## src/rtl/jtcontra_rom_pkg.sv

```systemverilog
`default_nettype none
// ============================================================================
// jtcontra_rom_pkg
// ----------------------------------------------------------------------------
// Shared definitions for the Contra ROM arbiter.
//   - Arbiter FSM state encoding (state_t)
//   - Slot count and slot index constants
//   - Default SDRAM word offsets for each slot
//   - rr_pick: round-robin selector used by the arbiter
// Revision: 1.0 - initial release
// ============================================================================
package jtcontra_rom_pkg;

  localparam int NSLOT = 4;

  localparam logic [1:0] SLOT_MAIN = 2'd0;
  localparam logic [1:0] SLOT_SND  = 2'd1;
  localparam logic [1:0] SLOT_GFX1 = 2'd2;
  localparam logic [1:0] SLOT_GFX2 = 2'd3;

  localparam logic [21:0] DEF_SLOT0_OFFSET = 22'h00_0000;
  localparam logic [21:0] DEF_SLOT1_OFFSET = 22'h01_0000;
  localparam logic [21:0] DEF_SLOT2_OFFSET = 22'h02_0000;
  localparam logic [21:0] DEF_SLOT3_OFFSET = 22'h08_0000;

  typedef enum logic [1:0] {
    ST_IDLE     = 2'd0,
    ST_WAIT_ACK = 2'd1,
    ST_WAIT_RDY = 2'd2
  } state_t;

  // First requesting slot found when searching upward (with wrap) from the
  // slot just after 'last'. Returns 'last' when nothing requests.
  function automatic logic [1:0] rr_pick(input logic [NSLOT-1:0] req,
                                         input logic [1:0]       last);
    logic [1:0] idx;
    logic       found;
    rr_pick = last;
    found   = 1'b0;
    for (int i = 1; i <= NSLOT; i++) begin
      idx = last + 2'(i);
      if (!found && req[idx]) begin
        rr_pick = idx;
        found   = 1'b1;
      end
    end
  endfunction

endpackage
`default_nettype wire

```

## src/rtl/jtcontra_rom_slot.sv

```systemverilog
`default_nettype none
// ============================================================================
// jtcontra_rom_slot
// ----------------------------------------------------------------------------
// One-word (16-bit) read cache for a single ROM requester.
// Ports:
//   clk, rstn        clock, asynchronous active-low reset
//   cs, addr         requester chip select and byte address
//   fill             write the cache this cycle
//   fill_tag         word address that the fill data belongs to
//   fill_data        16-bit word from SDRAM
//   ok               cached word matches the current address (combinational)
//   dout             selected byte of the cached word (always driven)
//   miss             requester is selected but the cache does not match
// Revision: 1.0 - initial release
// ============================================================================
module jtcontra_rom_slot #(
  parameter int AW = 17
) (
  input  logic          clk,
  input  logic          rstn,
  input  logic          cs,
  input  logic [AW-1:0] addr,
  input  logic          fill,
  input  logic [AW-2:0] fill_tag,
  input  logic [15:0]   fill_data,
  output logic          ok,
  output logic [7:0]    dout,
  output logic          miss
);

  logic          valid;
  logic [AW-2:0] tag;
  logic [15:0]   word;

  // ROM is read-only: the entry is only ever replaced, never invalidated.
  always_ff @(posedge clk or negedge rstn) begin
    if (!rstn) begin
      valid <= 1'b0;
      tag   <= '0;
      word  <= '0;
    end else if (fill) begin
      valid <= 1'b1;
      tag   <= fill_tag;
      word  <= fill_data;
    end
  end

  assign ok   = cs && valid && (tag == addr[AW-1:1]);
  assign dout = addr[0] ? word[15:8] : word[7:0];
  assign miss = cs && !ok;

endmodule
`default_nettype wire

```

## src/rtl/jtcontra_rom_arb.sv

```systemverilog
`default_nettype none
// ============================================================================
// jtcontra_rom_arb
// ----------------------------------------------------------------------------
// Shares the SDRAM read port among four ROM requesters, each fronted by a
// one-word cache (slot 0 main CPU, 1 sound CPU, 2 gfx1, 3 gfx2).
// Ports:
//   clk, rstn       48 MHz clock, asynchronous active-low reset
//   slot_cs[3:0]    per-slot request
//   slot_addr       per-slot byte address, slot n at [n*AW +: AW]
//   slot_dout       per-slot byte, slot n at [n*8 +: 8]
//   slot_ok[3:0]    per-slot data valid for the current address
//   sdram_req       read request, held until sdram_ack
//   sdram_addr      SDRAM word address (offset + word address)
//   sdram_ack       request accepted (pulse)
//   sdram_rdy       read data valid (pulse)
//   sdram_data      read data word
// Build option:
//   JTCONTRA_ROMARB_PRIO_EN  slot 0 always wins; slots 1..3 round-robin.
//   (undefined)              round-robin across all four slots.
// Revision: 1.0 - initial release
// ============================================================================
module jtcontra_rom_arb
  import jtcontra_rom_pkg::*;
#(
  parameter int          AW           = 17,
  parameter logic [21:0] SLOT0_OFFSET = DEF_SLOT0_OFFSET,
  parameter logic [21:0] SLOT1_OFFSET = DEF_SLOT1_OFFSET,
  parameter logic [21:0] SLOT2_OFFSET = DEF_SLOT2_OFFSET,
  parameter logic [21:0] SLOT3_OFFSET = DEF_SLOT3_OFFSET
) (
  input  logic                clk,
  input  logic                rstn,
  input  logic [NSLOT-1:0]    slot_cs,
  input  logic [NSLOT*AW-1:0] slot_addr,
  output logic [NSLOT*8-1:0]  slot_dout,
  output logic [NSLOT-1:0]    slot_ok,
  output logic                sdram_req,
  output logic [21:0]         sdram_addr,
  input  logic                sdram_ack,
  input  logic                sdram_rdy,
  input  logic [15:0]         sdram_data
);

  localparam logic [21:0] OFFSET [NSLOT] = '{SLOT0_OFFSET, SLOT1_OFFSET,
                                             SLOT2_OFFSET, SLOT3_OFFSET};

  state_t        state, state_nx;
  logic [1:0]    last;       // last granted slot
  logic [1:0]    gnt_slot;   // slot owning the outstanding fetch
  logic [AW-2:0] gnt_tag;    // word address latched at grant
  logic [1:0]    pick;
  logic [AW-2:0] pick_wa;
  logic [21:0]   pick_addr;
  logic          fill;
  logic          grant;

  logic [NSLOT-1:0] miss;
  logic [AW-2:0]    wa [NSLOT];

  generate
    for (genvar n = 0; n < NSLOT; n++) begin : g_slot
      assign wa[n] = slot_addr[n*AW+1 +: AW-1];

      jtcontra_rom_slot #(.AW(AW)) u_slot (
        .clk       (clk),
        .rstn      (rstn),
        .cs        (slot_cs[n]),
        .addr      (slot_addr[n*AW +: AW]),
        .fill      (fill && (gnt_slot == 2'(n))),
        .fill_tag  (gnt_tag),
        .fill_data (sdram_data),
        .ok        (slot_ok[n]),
        .dout      (slot_dout[n*8 +: 8]),
        .miss      (miss[n])
      );
    end
  endgenerate

  // Grant selection
  always_comb begin
`ifdef JTCONTRA_ROMARB_PRIO_EN
    if (miss[SLOT_MAIN]) begin
      pick = SLOT_MAIN;
    end else begin
      // Slot 0 is masked out so the rotation only spans slots 1..3.
      pick = rr_pick(miss & 4'b1110, last);
    end
`else
    pick = rr_pick(miss, last);
`endif
    pick_wa   = wa[pick];
    pick_addr = OFFSET[pick] + 22'(pick_wa);
  end

  assign grant     = (state == ST_IDLE) && (|miss);
  assign sdram_req = (state == ST_WAIT_ACK);

  // Next state / fill strobe
  always_comb begin
    state_nx = state;
    fill     = 1'b0;
    case (state)
      ST_IDLE: begin
        if (|miss) state_nx = ST_WAIT_ACK;
      end
      ST_WAIT_ACK: begin
        if (sdram_ack) begin
          // ack and rdy together: accept both, fill immediately.
          if (sdram_rdy) begin
            fill     = 1'b1;
            state_nx = ST_IDLE;
          end else begin
            state_nx = ST_WAIT_RDY;
          end
        end
      end
      ST_WAIT_RDY: begin
        if (sdram_rdy) begin
          fill     = 1'b1;
          state_nx = ST_IDLE;
        end
      end
      default: state_nx = ST_IDLE;
    endcase
  end

  always_ff @(posedge clk or negedge rstn) begin
    if (!rstn) begin
      state      <= ST_IDLE;
      last       <= SLOT_GFX2;
      gnt_slot   <= SLOT_MAIN;
      gnt_tag    <= '0;
      sdram_addr <= '0;
    end else begin
      state <= state_nx;
      if (grant) begin
        last       <= pick;
        gnt_slot   <= pick;
        gnt_tag    <= pick_wa;
        sdram_addr <= pick_addr;
      end
    end
  end

endmodule
`default_nettype wire
```

## config.mk

```make
export PLATFORM = sky130hd
export DESIGN_NAME = jtcontra_rom_arb
export DESIGN_NICKNAME = d
export VERILOG_FILES = /design/src/rtl/jtcontra_rom_pkg.sv /design/src/rtl/jtcontra_rom_slot.sv /design/src/rtl/jtcontra_rom_arb.sv
export SDC_FILE = /design/constraint.sdc
export NUM_CORES = 1
export LEC_CHECK = 0
export CORE_ASPECT_RATIO = 1.75
export CORE_UTILIZATION = 35
export DETAILED_ROUTE_END_ITERATION = 12
export MAX_ROUTING_LAYER = met4
export SKIP_LAST_GASP = 1
export SLEW_MARGIN = 20
export SYNTH_ARGS = -nofsm -noshare
export SYNTH_HDL_FRONTEND = slang
export SYNTH_SLANG_ARGS = --single-unit
```

## constraint.sdc

```tcl
create_clock -name clk -period 6.6 [get_ports clk]
set_input_delay 1.98 -clock clk [delete_from_list [all_inputs] [get_ports clk]]
set_output_delay 1.98 -clock clk [all_outputs]
set_load 0.02 [all_outputs]
```

==> metrics.md <==
| Metric | Value |
|---|---|
| Clk sink count | 157 |
| P_leak | 4.41 nW |
| Total number of vias | 5,091 |
| #FFs+latches synth | 157 |
| Antenna Nets Post-Route | 0 |
| Die area | 22,600 um^2 |
| Cell count after synthesis | 568 |
| Hold buffer count at CTS | 0 |
| Syn avg cell area | 13.5 um^2 |
| Post-synth top area share | 0.505 |
| Fin nets | 812 |
| GRT Resource Usage Total | 0.207 |
| Largest net degree at the start of global routing | 76 |
| GR Overflow Total | 0 |
| Crit-path max FO | 2 |
| Chip Width | 114 um |
| Post-cts sizing count | 0 |
| VDD IR max | 331 uV |
| Clock Path Buffers | 2 |
| Achievable Freq | 160 MHz |
| Ant diodes | 0 |
| Synth Warn # | 0 |
| Crit Path Class | in2out |
| Min Tclk post-route | 6.23 ns |
| Total Wirelength | 21,300 um |
| Delay-heaviest family, CP | buffers and inverters |
| Pre-CTS WS | 0.357 ns |
| Share of cells above drive strength 1 | 0.319 |
| Cell accounting for the most synthesized area | dfrtp_1 |
| Power Dens Cells | 450 nW/um^2 |
| IO Port Bufs | 147 |
| Die Height | 198 um |
| Setup Skew | 0.0131 ns |
| Final Hold Fails | 0 |
| WP data arrival | 4.25 ns |
| DRC violations left | 0 |
| CP required | 4.62 ns |
| Vias per inst | 4.98 |
| Placed Instance Area | 9440 um^2 |
| Initial Utilization | 0.357 |
| Setup TNS | 0 ns |
| Setup repair bufs after CTS | 0 |
| Routability cong. | 0.840 |
| WL/cell | 20.9 um |
| Worst path buffer plus inverter count | 2 |
| CP Launch Type | primary input |
| Initial DRC Count | 204 |
| Cell area after layout | 10,000 um^2 |
| Crit-path cells | clkdlybuf4s50_1, xor2_1, nor4_1, nand2_1, nor4_1, and2_1, clkdlybuf4s50_1 |
| Dpl cells | 990 |
| Core area | 21,500 um^2 |
| CTS H-Tree Depth | 4 |
| Worst path slowest cell | clkdlybuf4s50_1 |
| Final Non-Filler Cells | 1,022 |
| Vias in the first global route | 5,793 |
| Max-cap viol count | 0 |
| Post-synthesis sequential area ratio | 0.512 |
| Global-route wire length before repair | 32,900 um |
| Crit-path max cell delay | 0.60 ns |
| I/O pin count | 151 |
| CTS root buffer | clkbuf_16 |
| CTS tree | done |
| Site Rows | 71 |
| CP endpoint kind | output pin |
| Antenna violations before repair | 0 |
| CTS buffer count | 17 |
| Netlist cell types | 44 |
| Skew-Pair Late Insertion Delay | 0.43 ns |
| TritonRoute pass-1 iters | 4 |
| Mapped cell area | 7680 um^2 |
| Clock transition at path regs | 0.06 ns |
| Detailed placement HPWL | 15,800 um |
| RSZ-0062 raised after global routing | no |
| Hold Crit Class | reg2reg |
| Status | finished clean |
| Period utilisation layout | 0.944 |
| Fin. max-slew vios | 0 |
| Final setup fails | 0 |
| Worst slew pin tran | 1.06 ns |
| Area growth, synth to finish | 30.8% |
| Worst setup margin | 0.368 ns |
| Synth top area cells | dfrtp_1 (51%), mux2_2 (24%), mux2i_1 (4.3%), xor2_1 (4.0%), xnor2_1 (3.3%) |
| Max_slew headroom | 0.293 |
## Yosys cell counts
library cell and n:
a211oi_2 1, a21boi_1 3, a21oi_1 1, a222oi_1 1
a22o_1 1, a2bb2o_4 1, and2_1 2, and3_1 2
buf_12 2, buf_2 1, buf_4 10, buf_6 1
buf_8 1, clkbuf_1 19, conb_1 1, dfrtp_1 155
dfstp_2 2, ha_1 3, inv_1 6, mux2_2 161
mux2i_1 33, nand2_1 30, nand2b_1 5, nand3_1 5
nand3b_1 1, nand4_1 6, nor2_1 5, nor2b_1 1
nor3_1 3, nor4_1 11, nor4_2 1, o21ai_1 2
o21ai_2 1, o221ai_1 6, o221ai_2 10, o2bb2ai_1 1
o31ai_1 2, o31ai_2 1, o31ai_4 1, o41ai_2 1
or2_1 1, or2_2 3, xnor2_1 29, xor2_1 35
## through the flow
step	power [mW]	utilization	hold WS (ns)
6_report	4.52	0.467	0.468
5_1_grt	4.78	0.467	0.484
4_1_cts	4.58	0.467	0.471
3_5_place_dp	3.57	0.439	0.454
3_3_place_gp	3.50	0.439	0.449
2_1_floorplan	2.84	-	0.434
## area by class of cell
type / count / area (um^2)
fillers: 2028 / 11500
clock inverters: 10 / 113
clock buffers: 22 / 484
inverters: 6 / 22.5
repair buffers: 162 / 1590
well taps: 292 / 365
flip-flops and latches: 157 / 3930
multi-input cells: 373 / 3540
## registers in the layout, summed over array words and instances, names as in the netlist
| name | count |
|---|---|
| state | 2 |
| gnt_slot | 2 |
| sdram_addr | 4 |
| last | 2 |
| g_slot.u_slot.word | 64 |
| g_slot.u_slot.valid | 4 |
| gnt_tag | 15 |
| g_slot.u_slot.tag | 64 |
## cells by family (layout without fill, tap and decap cells)
group,count (synthesis),count (layout),synth area share
xor gates and xnor gates,64,64,0.0730
buffers and inverters,40,200,0.0313
muxes,194,194,0.279
and+or+nand+nor,76,76,0.0502
other,1,3,0.000489
AOI/OAI and AO/OA,33,33,0.0487
DFF,157,157,0.512
adders and majority gates,3,3,0.00489
## placed cells by master (no fill, tap or decap), types with 2 or more instances in the layout
| cell type | synthesis | final |
|---|---|---|
| mux2i_1 | 33 | 33 |
| dfstp_2 | 2 | 2 |
| nor4_1 | 11 | 9 |
| o31ai_1 | 2 | 2 |
| bufinv_16 | 0 | 2 |
| nand2b_1 | 5 | 5 |
| buf_4 | 10 | 15 |
| nand3_1 | 5 | 4 |
| inv_1 | 6 | 6 |
| mux2_2 | 161 | 161 |
| clkbuf_16 | 0 | 17 |
| xnor2_1 | 29 | 29 |
| conb_1 | 1 | 3 |
| dfrtp_1 | 155 | 155 |
| nor3_1 | 3 | 3 |
| o221ai_1 | 6 | 6 |
| clkinv_2 | 0 | 4 |
| o221ai_2 | 10 | 10 |
| xor2_1 | 35 | 35 |
| and2_1 | 2 | 2 |
| o21ai_1 | 2 | 2 |
| clkdlybuf4s50_1 | 0 | 146 |
| and3_1 | 2 | 2 |
| ha_1 | 3 | 3 |
| clkbuf_8 | 0 | 4 |
| a21boi_1 | 3 | 3 |
| nor2_1 | 5 | 5 |
| nand4_1 | 6 | 6 |
| or2_2 | 3 | 3 |
| nand2_1 | 30 | 30 |
| nor4_2 | 1 | 3 |
| clkinvlp_4 | 0 | 2 |
## final timing paths
path	startpoint	to	slack, ns	depth (start not counted)
max	slot_addr[1]	slot_ok[0]	0.37	7
min reg2reg	g_slot[0].u_slot.valid	g_slot[0].u_slot.valid	0.47	1
max reg2reg	g_slot[2].u_slot.tag[12]	gnt_slot[0]	3.54	9
min in group asynchronous	rstn	g_slot[1].u_slot.word[0]	1.46	1
max in group asynchronous	rstn	gnt_tag[9]	3.81	2
min	g_slot[0].u_slot.valid	g_slot[0].u_slot.valid	0.47	1
## metal layers
layer,track usage,vias up,share of wire
li1,-,2325,-
met1,0.206,2585,0.36
met5,-,-,0
met3,0.0557,35,0.055
met4,0.102,0,0.035
met2,0.369,146,0.55
## power breakdown
part           switching [mW]  internal [mW]  total (mW)
logic                   0.883          0.972        1.85
registers               0.292           1.39        1.68
clock network           0.390          0.596       0.985
total                    1.56           2.95        4.52
No activity file was read; power rests on OpenSTA's default activity.
